[src/rtl/button_stepper.sv]
// -----------------------------------------------------------------------------
// button_stepper
//   Conditions the raw push-button that feeds the note sequencer. The pin goes
//   through a 2-FF synchronizer, then a debounce / auto-repeat FSM. The FSM
//   emits single-cycle step pulses in the clk domain. The sequencer's select
//   counter advances one note per step_p.
//
// Parameters
//   DEBOUNCE_CYC   cycles the raw level must persist before a change is accepted (>=2)
//   REPEAT_DELAY   hold time after an accepted press before the first repeat
//   REPEAT_PERIOD  hold time between later repeats
//   ACTIVE_HIGH    1: btn_in high = pressed, 0: btn_in low = pressed
//
// Ports
//   clk        in   system clock
//   rst_n      in   asynchronous reset, active low
//   btn_in     in   raw asynchronous button pin
//   btn_state  out  debounced level, 1 = pressed
//   press_p    out  1-cycle pulse on an accepted press
//   repeat_p   out  1-cycle pulse on each auto-repeat
//   step_p     out  press_p | repeat_p
//   release_p  out  1-cycle pulse on an accepted release (optional, see below)
//
// Build option
//   BUTTON_STEPPER_RELEASE_PULSE_EN
//     When defined, release_p pulses when a release is accepted.
//     When undefined, release_p is tied to 0.
// -----------------------------------------------------------------------------
module button_stepper #(
   parameter int DEBOUNCE_CYC  = 240000,
   parameter int REPEAT_DELAY  = 6000000,
   parameter int REPEAT_PERIOD = 3000000,
   parameter bit ACTIVE_HIGH   = 1'b1
) (
   input  logic clk,
   input  logic rst_n,
   input  logic btn_in,
   output logic btn_state,
   output logic press_p,
   output logic repeat_p,
   output logic step_p,
   output logic release_p
);

   localparam int MAX_AB  = (DEBOUNCE_CYC > REPEAT_DELAY) ? DEBOUNCE_CYC : REPEAT_DELAY;
   localparam int MAX_CYC = (MAX_AB > REPEAT_PERIOD) ? MAX_AB : REPEAT_PERIOD;
   localparam int CW      = $clog2(MAX_CYC) + 1;

   // The debounce compare ends DEB_TC + 1 cycles after entry. Together with
   // the IDLE entry edge, this gives DEBOUNCE_CYC+2 edges of pin-to-pulse
   // latency. The repeat states count one extra cycle so repeats are spaced
   // REPEAT_DELAY+1 / REPEAT_PERIOD+1 edges apart.
   localparam logic [CW-1:0] DEB_TC    = CW'(DEBOUNCE_CYC - 1);
   localparam logic [CW-1:0] DELAY_TC  = CW'(REPEAT_DELAY);
   localparam logic [CW-1:0] PERIOD_TC = CW'(REPEAT_PERIOD);

   typedef enum logic [2:0] {
      IDLE,
      DEB_PRESS,
      HELD_DELAY,
      HELD_REPEAT,
      DEB_RELEASE
   } state_t;

   state_t        state, state_nxt;
   logic [CW-1:0] cnt, cnt_nxt;
   logic          s1, s2;
   logic          raw;
   logic          btn_state_nxt, press_nxt, repeat_nxt;

   assign raw = ACTIVE_HIGH ? s2 : ~s2;

   // State register, synchronizer and registered outputs
   always_ff @(posedge clk or negedge rst_n) begin
      if (!rst_n) begin
         s1        <= 1'b0;
         s2        <= 1'b0;
         state     <= IDLE;
         cnt       <= '0;
         btn_state <= 1'b0;
         press_p   <= 1'b0;
         repeat_p  <= 1'b0;
         step_p    <= 1'b0;
      end else begin
         s1        <= btn_in;
         s2        <= s1;
         state     <= state_nxt;
         cnt       <= cnt_nxt;
         btn_state <= btn_state_nxt;
         press_p   <= press_nxt;
         repeat_p  <= repeat_nxt;
         step_p    <= press_nxt | repeat_nxt;
      end
   end

   // Next-state and counter
   always_comb begin
      state_nxt = state;
      cnt_nxt   = cnt;
      case (state)
         IDLE: begin
            if (raw) begin
               state_nxt = DEB_PRESS;
               cnt_nxt   = '0;
            end
         end
         DEB_PRESS: begin
            if (!raw) begin
               state_nxt = IDLE;
               cnt_nxt   = '0;
            end else if (cnt == DEB_TC) begin
               state_nxt = HELD_DELAY;
               cnt_nxt   = '0;
            end else begin
               cnt_nxt = cnt + CW'(1);
            end
         end
         HELD_DELAY: begin
            if (!raw) begin
               state_nxt = DEB_RELEASE;
               cnt_nxt   = '0;
            end else if (cnt == DELAY_TC) begin
               state_nxt = HELD_REPEAT;
               cnt_nxt   = '0;
            end else begin
               cnt_nxt = cnt + CW'(1);
            end
         end
         HELD_REPEAT: begin
            if (!raw) begin
               state_nxt = DEB_RELEASE;
               cnt_nxt   = '0;
            end else if (cnt == PERIOD_TC) begin
               cnt_nxt = '0;
            end else begin
               cnt_nxt = cnt + CW'(1);
            end
         end
         DEB_RELEASE: begin
            // A bounce back to pressed is not a new press. It only restarts
            // the repeat delay.
            if (raw) begin
               state_nxt = HELD_DELAY;
               cnt_nxt   = '0;
            end else if (cnt == DEB_TC) begin
               state_nxt = IDLE;
               cnt_nxt   = '0;
            end else begin
               cnt_nxt = cnt + CW'(1);
            end
         end
         default: begin
            state_nxt = IDLE;
            cnt_nxt   = '0;
         end
      endcase
   end

   // Output decode. These values are registered on the same edge as the
   // transition that produces them.
   always_comb begin
      press_nxt     = (state == DEB_PRESS) && (state_nxt == HELD_DELAY);
      repeat_nxt    = ((state == HELD_DELAY) && (state_nxt == HELD_REPEAT)) ||
                      ((state == HELD_REPEAT) && raw && (cnt == PERIOD_TC));
      // The debounced level stays pressed while a release is still being
      // debounced.
      btn_state_nxt = (state_nxt == HELD_DELAY) || (state_nxt == HELD_REPEAT) ||
                      (state_nxt == DEB_RELEASE);
   end

`ifdef BUTTON_STEPPER_RELEASE_PULSE_EN
   logic release_nxt;

   always_comb begin
      release_nxt = (state == DEB_RELEASE) && (state_nxt == IDLE);
   end

   always_ff @(posedge clk or negedge rst_n) begin
      if (!rst_n) begin
         release_p <= 1'b0;
      end else begin
         release_p <= release_nxt;
      end
   end
`else
   assign release_p = 1'b0;
`endif

endmodule

[config.mk]
export PLATFORM = sky130hd
export DESIGN_NAME = button_stepper
export DESIGN_NICKNAME = d
export VERILOG_FILES = /design/src/rtl/button_stepper.sv
export SDC_FILE = /design/constraint.sdc
export NUM_CORES = 1
export LEC_CHECK = 0
export CAP_MARGIN = 10
export CORE_MARGIN = 2
export CORE_UTILIZATION = 55
export DETAILED_ROUTE_END_ITERATION = 12
export PLACE_DENSITY = 0.74
export SETUP_SLACK_MARGIN = 0.05
export SYNTH_ARGS = -nofsm -noshare
export SYNTH_HDL_FRONTEND = slang
export SYNTH_SLANG_ARGS = --single-unit
export TNS_END_PERCENT = 20
[constraint.sdc]
create_clock -name clk -period 2.6 [get_ports clk]
set_input_delay 0.39 -clock clk [delete_from_list [all_inputs] [get_ports clk]]
set_output_delay 0.39 -clock clk [all_outputs]
set_load 0.1 [all_outputs]
== Word level (Yosys, flattened, before mapping) ==
Cells that the tools add are included.

* Register bits: 33
* Bits of input ports: 3
* Output and inout port bits: 5
* Logic and storage cells: 47

* Add/subtract/negate cells: 1
* Equality and inequality tests: 11
* Mux-type cells: 18
* Bitwise logic cells: 1
* Reduce and logical (&&, ||, !) cells: 8

{| class="wikitable"
|+ Operators by type and width
! operator !! count
|-
| $mux W24 || 8
|-
| $pmux W24 S5 || 1
|-
| $add A24 B1 Y24 const B || 1
|-
| $eq A24 B18 Y1 const B || 1
|-
| $eq A24 B22 Y1 const B || 1
|-
| $eq A24 B23 Y1 const B || 1
|-
| $mux W3 || 8
|-
| $pmux W3 S5 || 1
|-
| $eq A3 B2 Y1 const B || 4
|-
| $eq A3 B3 Y1 const B || 2
|-
| $logic_and A1 B1 Y1 || 4
|-
| $eq A3 B1 Y1 const B || 1
|-
| $logic_not A3 Y1 || 1
|-
| $logic_or A1 B1 Y1 || 3
|-
| $ne A2 B2 Y1 const B || 1
|-
| $or A1 B1 Y1 || 1
|}

== Longest topological paths before layout ==
Gate-level depths: netlist of the first run.

* Depth in word-level cells: 8
* Depth in mapped cells: 9
* Mapped depth without buffers: 8

== Worst setup path after synthesis of the first run ==
OpenSTA, ideal clock, no wires.

* Path type: register to register
* From: register cnt[12]
* To: register cnt[3]
* Setup time: 0.119 ns
* Arrival time: 2.054 ns
* Data required time: 2.481 ns
* Setup slack: 0.427 ns
* Stages on the path, launching flop included: 9
* Buffers on the path: 2
* Clock period less this slack: 2.173 ns
* Path through: dfrtp_1 > buf_6 > or4b_4 > or3_1 > o31ai_1 > o21ai_1 > nor2_4 > buf_6 > nor2_1

* Word-level cells in the longest chain between the ends: 4
* Elaborated cells on any way between the ends: 11
* Those cells by class: 3 x eq/ne; 8 x mux

{| class="wikitable"
|+ RTL lines
! what !! RTL line !! source
|-
| start, declared || 66 || <nowiki>logic [CW-1:0] cnt, cnt_nxt;</nowiki>
|-
| start signal, assigned || 88 || <nowiki>cnt <= cnt_nxt;</nowiki>
|-
| $eq A24 B18 Y1 (tied with other cells) || 111, 145 ||
|-
| $mux W24 (on tied branches) (2 in series) || n/a ||
|-
| $pmux W24 S5 (*) || 100 || <nowiki>case (state)</nowiki>
|}

Mark *: on every way between the ends. The rest lies on a longest branch, timed or not.
A chain may end at the register's enable or synchronous reset.

== Worst setup path after layout of the first run ==
* From: register cnt[14]
* To: register cnt[1]

Same word-level chain as after synthesis.

==> results of run 1 <==
==> final timing paths <==
path	start	endpoint	slack, ns	depth (start not counted)
worst max-delay path	cnt[14]	cnt[1]	0.20	6
worst min register to register	s1	raw	0.35	0
max in group asynchronous	rst_n	cnt[1]	1.86	2
worst max register to register	cnt[14]	cnt[1]	0.20	6
min in group asynchronous	rst_n	state[1]	0.44	2
worst min-delay path	s1	raw	0.35	0
==> power by group through the flow <==
| stage | clock network [uW] | logic, uW | registers (uW) |
|---|---|---|---|
| global route | 302 | 109 | 545 |
| floorplan | 0 | 64.0 | 548 |
| detailed placement | 0 | 95.8 | 553 |
| global placement | 0 | 88.0 | 551 |
| finish | 278 | 94.1 | 542 |
| CTS | 281 | 95.9 | 543 |
==> stage by stage <==
stage	instances	total power, uW	instance area, sq um
global route	271	956	2090
CTS	271	920	2080
global placement	263	639	2030
finish	271	915	2090
detailed placement	263	649	2030
floorplan	212	612	1910
==> what timing repair did <==
item                                    in CTS  in global routing
resized for setup                            0                  1
endpoints found under the setup margin       0                  1
setup buffers                                0                  0
==> registers in the layout (all words and copies together), names as in the netlist <==
signal and flops:
s1 1, press_p 1, step_p 1, btn_state 1, state 3, raw 1, repeat_p 1, cnt 24
==> layout by cell type, fill, tap and decap left out, types with 7 or more instances in the layout <==
master	synthesis	routed
dfrtp_1	33	33
nand4_1	9	9
buf_4	1	14
inv_1	8	8
xnor2_1	12	12
nand3_1	9	9
nor2_1	31	31
nand2_1	17	17
nor4_1	7	7
nor3_1	8	8
==> final cells by class <==
| class | count | area share (%) |
|---|---|---|
| clock inverter | 2 | 0.478 |
| multi-input combinational | 160 | 47.9 |
| sequential | 33 | 39.5 |
| timing repair buffer | 16 | 5.98 |
| tap | 46 | 2.75 |
| clock buffer | 6 | 1.97 |
| inverter | 8 | 1.43 |
==> cell families (layout without fill, tap and decap cells) <==
logic type,count (synthesis),count (layout)
AO/OA/AOI/OAI,26,26
XOR/XNOR,17,17
adder cells (fa/ha/maj),2,2
buffers and inverters,19,32
flip-flops,33,33
other,1,1
AND/OR/NAND/NOR,114,114
==> layer usage <==
layer | part of all wire [%] | global-route usage (%) | wire, microns | vias up
met5 | 0 | 0 | 0 | -
met4 | 2.0 | 11.7 | 97 | 0
met3 | 5.7 | 5.95 | 272 | 10
met2 | 49 | 42.8 | 2360 | 56
met1 | 43 | 33.4 | 2040 | 824
li1 | - | - | - | 782
==> impl_results.md, run 1 <==
- Area fraction of the dominant cell type after synthesis: 43.1%
- Static leakage: 0.000860 uW
- Placeable core area: 3340 sq um
- Number of buffers created by CTS: 5
- Sequential cell area: 826 sq um
- Net count after synthesis: 217
- Final-report setup violation count: 0
- GPL Wtd Cong: 0.991
- Vias in the first global route: 1712
- Multiplexer area fraction after synthesis: 0%
- Cell Int Power: 663 uW
- Initial antenna violation count: 0
- Number of distinct library cell variants in the gate-level netlist after synthesis: 50
- Gr ovfl total: 0
- Antenna diodes: 0
- Via count normalized by instance count: 6.17
- Maximum level of the CTS H-tree: 2
- Count of unresolved DRC violations after routing: 0
- Clock network fraction of design power: 30.4%
- Mean instance size in the synthesized netlist: 9.03 sq um
- Avg WL per Cell: 17.6 microns
- Cells taking the most area after synthesis: dfrtp_1, nor2_1, xnor2_1
- Clk pin slew, worst setup/hold paths: 0.10 ns
- Overall die area: 3970 sq um
- Most frequently used cell type in the post-synthesis netlist: dfrtp_1
- GRT Util Overall: 26.3%
- Primary FF master, synth: dfrtp_1
- Layout cells sized above 1: 13.8%
- Post-route clock skew: 0.00652 ns
- Cell at the slowest stage of the critical path: nor4bb_1
- Detailed-router iteration count before antenna repair: 4
- Nature of the critical path startpoint: register
- Post-layout utilization of the core: 62.7%
- Layout area overhead: 9.35%
- Final antenna-violating net count: 0
- Max-cap viol count: 0
- Switching portion of total power: 27.6%
- Leading area contributor after synthesis: dfrtp_1
- Crit path max-delay family: simple AND/OR/NAND/NOR gates
- Number of sinks driven by the clock tree: 33
- Die X: 63.0 microns
- Share of the synthesized netlist area taken by xor and xnor gates: 7.78%
- Switch Pwr: 252 uW
- Violation count after the first detailed-route iteration: 134
- List of cells traversed by the critical path: nor4bb_1 -> nand4_1 -> or4_4 -> a31oi_4 -> and2_1 -> o22ai_1
- Worst slew margin: 56.3%
- Largest family of logic cells by synthesized area: simple AND/OR/NAND/NOR gates
- Min Tclk post-route: 2.40 ns
- Largest incremental delay on the critical path: 0.51 ns
- Buffer levels on the longest clock path: 2
- Net count of the finished layout: 229
- Req. time, crit path: 2.83 ns
- Hold WS: 0.354 ns
- Post-synthesis compound-gate area fraction: 10.4%
- TritonCTS clock tree: yes
- Number of enable-type register cells in the synthesized netlist: 0
- Insertion delay of the later-clocked pin in the worst-skew pair: 0.35 ns
- Pre-CTS setup slack: 0.228 ns
- Worst Max-Slew Pin Slew: 0.650 ns
- Critical path start-end classification: register to register
- Status: finished, final reports clean
- Count of final max-slew check failures: 0
- Starting density of the core: 57.4%
- Data arrival time of the critical path: 2.63 ns
- Total number of vias: 1672
- Highest clock rate: 0.417 GHz
- Asr flop ratio synth: 100%
- Part of the power in combinational logic: 10.3%
- Number of warnings issued by yosys: 0
- First-pass GRT wire length: 8010 microns
- Floorplan die height: 63.0 microns
- Cell at the root of the clock tree: clkbuf_4
- Number of buffer and inverter stages on the critical path: 0
- Fillcell total: 289
- Final-layout setup total negative slack: 0 ns
- Total power per unit cell area: 437 nW/um^2
- Crit path max fanout: 5
- Final worst path period share: 92.2%
- Io pins: 8
- Area share of and/or/nand/nor cells after synthesis: 32.3%
- Final WL: 4780 microns
- Crit path capture type: register
- Sequential-to-total area share from yosys stat: 43.1%
- RSZ-0062 raised after global routing: false
- Largest net degree at the start of global routing: 34
- Worst Slack Setup Final: 0.203 ns
- Count of mapped cells out of synthesis: 212
- Synth top cells by count: dfrtp_1, nor2_1, nand2_1
- Hold-fix buffers at CTS: 0
- Number of port buffers: 6
- Area occupied by multi-input gates: 1000 sq um
- Max IR drop VDD: 0.392 mV
- Fraction of the mapped netlist area in adder cells: 1.31%
- Final Hold Viols: 0
- Register bit total from synthesis: 33
- Half-perimeter wire length after detailed placement: 3510 microns
- HP Class: register to register
- Standard-cell rows: 21
- Netlist area before placement: 1910 sq um
- Portion of total power attributed to sequential cells: 59.3%
Power figures use the tool's default switching activity.
==> run 2: changes to the inputs <==
ABC_AREA = 1   (was unset)
==> run 2 against run 1 <==
Against the previous run: worst setup slack better by 0.56 ns; clock skew is 0.0036 ns higher; largest cell class unchanged; global-route usage is 1.3 points higher; clock power is 40% higher; critical path type unchanged; sequential share of layout area is 9.0 points lower; highest routed layer unchanged.
==> impl_results.md, run 2 <==
- Status: finished, final reports clean
- Most frequently used cell type in the post-synthesis netlist: nand2_1
- Area fraction of the dominant cell type after synthesis: 32.4% (-11 points)
- List of cells traversed by the critical path: inv_1 -> nor2_1 -> nand2_1 -> nor2_2 -> nand3_2 -> nand2_2 -> nand2_2 -> nand2_2 -> nand2_1 -> nor2_1 -> a21oi_1
- Starting density of the core: 57.7% (+0.31 points)
- Sequential-to-total area share from yosys stat: 32.4% (-11 points)
- Number of warnings issued by yosys: 0 (unchanged)
- Most used cells in the layout excluding fill and tap cells: nand2_1, nor2_1, inv_1, nand3_1, dfrtp_1
- Worst Slack Setup Final: 0.767 ns (+0.564 ns)
- Floorplan die height: 72.0 microns (+14%)
- Pre-CTS setup slack: 0.786 ns (+0.559 ns)
- Antenna diodes: 0 (unchanged)
- TritonCTS clock tree: yes
- Count of final max-slew check failures: 0 (unchanged)
- GRT Util Overall: 27.6% (+1.3 points)
- Biggest registers after layout: cnt (24), state (3)
- Cell at the root of the clock tree: clkbuf_8
- Final worst path period share: 70.5% (-22 points)
- Largest register FFs: 24 (unchanged)
- Vias in the first global route: 2212 (+29%)
- Commonest non-fill, non-tap cell in the layout: nand2_1
- Critical path start-end classification: register to register
- Hold-fix buffers at CTS: 0 (unchanged)
- Max-cap viol count: 0 (unchanged)
- Data arrival time of the critical path: 1.99 ns (-0.64 ns)
- Overall die area: 5190 sq um (+31%)
- Nature of the critical path startpoint: register
- Gr ovfl total: 0 (unchanged)
- Number of port buffers: 6 (unchanged)
- Primary FF master, synth: dfrtp_1
- Crit Reg-Reg Startpoint: cnt[6]
- RSZ-0062 raised after global routing: false
- Number of buffers added for setup after CTS: 0 (unchanged)
- Total power per unit cell area: 628 nW/um^2 (+44%)
- Violation count after the first detailed-route iteration: 263 (+96%)
- First-pass GRT wire length: 11000 microns (+37%)
- Layout cells sized above 1: 14.4% (+0.62 points)
- Worst hold start: s1
- Largest net degree at the start of global routing: 34 (unchanged)
- Biggest register: cnt
- Avg WL per Cell: 14.5 microns (-18%)
- Number of buffers created by CTS: 5 (unchanged)
- Detailed-router iteration count before antenna repair: 5 (+1)
- Final WL: 6480 microns (+36%)
- First element of the critical path: cnt[6]
- Final antenna-violating net count: 0 (unchanged)
- Cells taking the most area after synthesis: dfrtp_1, nand2_1, nor2_1
- Cell count after placement: 441 (+68%)
- Highest clock rate: 0.545 GHz (+31%)
- Post-route clock skew: 0.0101 ns (+0.00360 ns)
- Count of unresolved DRC violations after routing: 0 (unchanged)
- Clk pin slew, worst setup/hold paths: 0.06 ns (-0.04 ns)
- Initial antenna violation count: 0 (unchanged)
- Mean instance size in the synthesized netlist: 6.55 sq um (-28%)
- Layout area overhead: 6.58%
- Cell mode on critical path: nand2_2
- Netlist area before placement: 2550 sq um (+33%)
- Resized Gates After CTS: 0 (unchanged)
- Req. time, crit path: 2.76 ns (-0.07 ns)
- Via count normalized by instance count: 5.60 (-9.3%)
- Count of mapped cells out of synthesis: 389 (+83%)
- Die X: 72.0 microns (+14%)
- Synth top cells by count: nand2_1, nor2_1, inv_1, nand3_1, dfrtp_1
- Number of sinks driven by the clock tree: 33 (unchanged)
- Non-filler instance count after layout: 448 (+65%)
- Net count of the finished layout: 401 (+75%)
- Maximum level of the CTS H-tree: 2 (unchanged)
- Io pins: 8 (unchanged)
- Buffer levels on the longest clock path: 2 (unchanged)
- Static leakage: 0.00131 uW (+52%)
- Number of distinct library cell variants in the gate-level netlist after synthesis: 30 (-40%)
- Cell at the slowest stage of the critical path: dfrtp_1
- Crit path max fanout: 6 (+1)
- Max IR drop VDD: 0.268 mV (-32%)
- GPL Wtd Cong: 0.931 (-6.0%)
- HP Class: register to register
- Net count after synthesis: 394 (+82%)
- Leading area contributor after synthesis: dfrtp_1
- Standard-cell rows: 24 (+14%)
- Min Tclk post-route: 1.83 ns (-0.564 ns)
- Number of enable-type register cells in the synthesized netlist: 0 (unchanged)
- Register bit total from synthesis: 33 (unchanged)
- Post-Layout Inst Area: 2710 sq um (+30%)
- Total number of vias: 2508 (+50%)
- Asr flop ratio synth: 100% (unchanged)
- Final Hold Viols: 0 (unchanged)
- Placeable core area: 4410 sq um (+32%)
- Largest incremental delay on the critical path: 0.48 ns (-0.03 ns)
- Crit path capture type: register
- Insertion delay of the later-clocked pin in the worst-skew pair: 0.29 ns (-0.06 ns)
- Half-perimeter wire length after detailed placement: 5110 microns (+46%)
- Final-layout setup total negative slack: 0 ns (unchanged)
- Placed cell area: 2630 sq um (+29%)
- Final-report setup violation count: 0 (unchanged)
==> run 2: changes by cell type after synthesis, sizes merged, moves of 5 or more <==
cell,previous run,this run
and2,5,0
nand4,9,16
and3,6,0
inv,8,55
nand3,9,50
a21oi,4,11
nor2,32,79
nor4,8,0
xnor2,12,1
nand2,17,102
==> run 2: where the power goes <==
part	internal [uW]	switching, uW	leakage (uW)	total, uW
Combinational	169	501	0.000814	670
Clock	210	180	0.0000443	390
Sequential	569	74.1	0.000449	643
Total	948	755	0.00131	1700
==> run 2: cells by family after synthesis <==
group	after synthesis	share of synthesized area, %
other	1	0.147
buffers and inverters	64	10.4
xor gates and xnor gates	7	2.41
and+or+nand+nor	263	49.8
DFF	33	32.4
adders and majority gates	2	0.983
AOI/OAI and AO/OA	19	3.83
==> run 2: critical path, delay by kind of cell (launching register included) <==
| kind | cells | cell delay [ns] |
|---|---|---|
| flops | 1 | 0.48 |
| compound gates | 1 | 0.06 |
| simple gates | 9 | 1.07 |
| buf+inv | 1 | 0.09 |
==> run 2: through the flow <==
stage                     util [%]  power [uW]  hold slack [ns]
after floorplan                  -        1150           0.0944
after global placement        59.5        1310            0.335
after detailed placement      59.5        1320            0.343
after CTS                     61.5        1710            0.358
after global routing          61.5        1820            0.370
final                         61.5        1700            0.355
==> run 2: final timing paths <==
path | cells past startpoint | endpoint | slack, ns
worst max-delay path | 11 | cnt[0] | 0.77
worst min-delay path | 0 | raw | 0.35
worst max register to register | 11 | cnt[0] | 0.77
worst min register to register | 0 | raw | 0.35
max in group asynchronous | 2 | cnt[13] | 1.79
min in group asynchronous | 2 | press_p | 0.51
==> run 2: final cells by class <==
cell class                 instances  area (sq um)
fill                             429          1700
clock buffer                       7          86.3
timing repair buffer               8          65.1
multi-input combinational        292          1460
sequential                        33           826
tap                               52          65.1
inverter                          56           215
==> run 2: routing by layer <==
metal	vias to the layer above	track usage, %	routed length [microns]
li1	1241	-	-
met1	1157	42.9	3100
met2	102	39.6	2850
met3	8	3.19	441
met4	0	9.43	88
met5	-	0	0
==> run 3: changes to the inputs <==
clock period = 1.75 ns   (was 2.6 ns; I/O delays follow)
==> run 3 against run 2 <==
Against the previous run: sequential share of layout area down 4.0 points; total power grew 63%; clock-buffer cell count is the same; sequential power increased by 49%; core utilization is 11 points higher; worst hold slack worse by 0.0013 ns; register-to-register slack lost 0.69 ns; clock power increased by 48%; flip-flop and latch count is the same; global-route usage is 2.9 points higher; first-iteration DRC count increased by 2.3%; die area stayed put; critical path type unchanged; largest cell class unchanged.
==> impl_results.md, run 3 (synthesized netlist as in run 2, its figures left out) <==
- Max-cap viol count: 0 (unchanged)
- Most used cells in the layout excluding fill and tap cells: nand2_1, nor2_1, buf_4
- Largest net degree at the start of global routing: 34 (unchanged)
- Largest incremental delay on the critical path: 0.46 ns (-0.02 ns)
- Final worst path period share: 95.5% (+25 points)
- Req. time, crit path: 1.93 ns (-0.83 ns)
- Standard-cell rows: 24 (unchanged)
- HP Class: register to register
- Number of buffers created by CTS: 5 (unchanged)
- Layout cells sized above 1: 32.1% (+18 points)
- Starting density of the core: 57.7% (unchanged)
- Gr ovfl total: 0 (unchanged)
- Detailed-router iteration count before antenna repair: 5 (unchanged)
- Post-route clock skew: 0.00758 ns (-0.00255 ns)
- Non-filler instance count after layout: 491 (+9.6%)
- Biggest registers after layout: cnt (24), state (3)
- Data arrival time of the critical path: 1.85 ns (-0.14 ns)
- Half-perimeter wire length after detailed placement: 5640 microns (+10%)
- Placeable core area: 4410 sq um (unchanged)
- GRT Util Overall: 30.5% (+2.9 points)
- Crit path max-delay family: simple AND/OR/NAND/NOR gates
- Biggest register: cnt
- Crit path capture type: register
- Highest clock rate: 0.598 GHz (+9.7%)
- Overall die area: 5190 sq um (unchanged)
- Worst reg-to-reg path cell count: 10 (-1)
- Violation count after the first detailed-route iteration: 269 (+2.3%)
- Worst Slack Setup Final: 0.0782 ns (-0.688 ns)
- Critical path start-end classification: register to register
- Final WL: 7620 microns (+18%)
- TritonCTS clock tree: yes
- Cell at the root of the clock tree: clkbuf_8
- List of cells traversed by the critical path: nor2_2 -> nand2_1 -> nor2_2 -> nand3_2 -> nand2_1 -> nand2_2 -> nand2_4 -> nand3_4 -> nand3b_1 -> inv_1
- Min Tclk post-route: 1.67 ns (-0.162 ns)
- Floorplan die height: 72.0 microns (unchanged)
- Final Hold Viols: 0 (unchanged)
- Pre-CTS setup slack: 0.00553 ns (-0.781 ns)
- Final-layout setup total negative slack: 0 ns (unchanged)
- Fillcell total: 388 (-9.6%)
- Crit path depth: 10 (-1)
- Initial antenna violation count: 0 (unchanged)
- Antenna diodes: 0 (unchanged)
- Net count of the finished layout: 444 (+11%)
- Final antenna-violating net count: 0 (unchanged)
- Count of final max-slew check failures: 0 (unchanged)
- GPL Wtd Cong: 1.04 (+11%)
- Max IR drop VDD: 0.549 mV (+100%)
- Die X: 72.0 microns (unchanged)
- Maximum level of the CTS H-tree: 2 (unchanged)
- Number of port buffers: 6 (unchanged)
- Static leakage: 0.00152 uW (+16%)
- Insertion delay of the later-clocked pin in the worst-skew pair: 0.28 ns (about the same)
- Cell count after placement: 474 (+7.5%)
- Count of unresolved DRC violations after routing: 0 (unchanged)
- RSZ-0062 raised after global routing: true
- Hold Path Depth: 0 (unchanged)
- Clk pin slew, worst setup/hold paths: 0.07 ns (about the same)
- Total number of vias: 2764 (+10%)
- Vias in the first global route: 2580 (+17%)
- Avg WL per Cell: 15.5 microns (+7.3%)
- Crit path max fanout: 5 (-1)
- Layout area overhead: 26.0%
- Via count normalized by instance count: 5.63 (+0.56%)
- Io pins: 8 (unchanged)
- Largest register FFs: 24 (unchanged)
- Cell at the slowest stage of the critical path: dfrtp_2
- Number of buffer and inverter stages on the critical path: 1 (unchanged)
- Status: finished, final reports clean
- Nature of the critical path startpoint: register
- Total power per unit cell area: 863 nW/um^2 (+37%)
- Commonest non-fill, non-tap cell in the layout: nand2_1
- Number of sinks driven by the clock tree: 33 (unchanged)
- Buffer levels on the longest clock path: 2 (unchanged)
- First-pass GRT wire length: 12300 microns (+12%)
- Final-report setup violation count: 0 (unchanged)
[run 3: cell types whose count changed in the layout (fill, tap and decap cells not counted), sizes merged]
cell      delta
buf         +42
inv          -1
clkinvlp     +1
nand3        +1
[run 3: layer usage]
metal / up-vias / share of wire, % / wire length (microns) / GRT usage [%]
li1: 1338 / - / - / -
met2: 138 / 45 / 3410 / 49.1
met4: 0 / 2.2 / 171 / 7.76
met1: 1265 / 44 / 3350 / 43.3
met5: - / 0 / 0 / 0
met3: 23 / 9.0 / 685 / 4.44
[run 3: stage by stage]
step | total power, uW | hold WS (ns) | cell area, sq um | util, %
after global routing | 2900 | 0.358 | 3210 | 72.7
final | 2770 | 0.353 | 3210 | 72.7
after global placement | 2000 | 0.333 | 2880 | 65.1
after detailed placement | 2010 | 0.341 | 2880 | 65.1
after floorplan | 1710 | -0.0331 | 2550 | -
after CTS | 2650 | 0.357 | 2990 | 67.8
[run 3: where the power goes]
| part | internal, uW | total, uW | switching, uW |
|---|---|---|---|
| registers | 856 | 960 | 105 |
| logic | 378 | 1230 | 853 |
| clock network | 312 | 577 | 265 |
| total | 1550 | 2770 | 1220 |
[run 3: timing repair]
action,CTS,global route
pin swaps,1,15
setup endpoints to repair,21,27
gates cloned,1,0
setup buffers,0,9
hold buffers,0,0
gates resized for setup,7,52
[run 3: worst paths after layout]
check | start | to | slack [ns]
worst max-delay path | cnt[7] | cnt[8] | 0.08
worst min-delay path | s1 | raw | 0.35
worst max register to register | cnt[7] | cnt[8] | 0.08
worst min register to register | s1 | raw | 0.35
max in group asynchronous | rst_n | cnt[11] | 1.04
min in group asynchronous | rst_n | cnt[18] | 0.39
[run 3: final cells by class]
cell class	instances	area, sq um	share of cell area, %
inverters	56	226	7.06
repair buffers	50	388	12.1
flip-flops and latches	33	847	26.4
well taps	52	65.1	2.03
multi-input cells	293	1600	49.7
clock buffers	7	86.3	2.69
[run 3: worst reg2reg max path, delay by kind of cell (launching register included)]
kind | cells | cell delay [ns]
flip-flops | 1 | 0.46
buffers and inverters | 1 | 0.04
AND/OR/NAND/NOR | 9 | 1.06
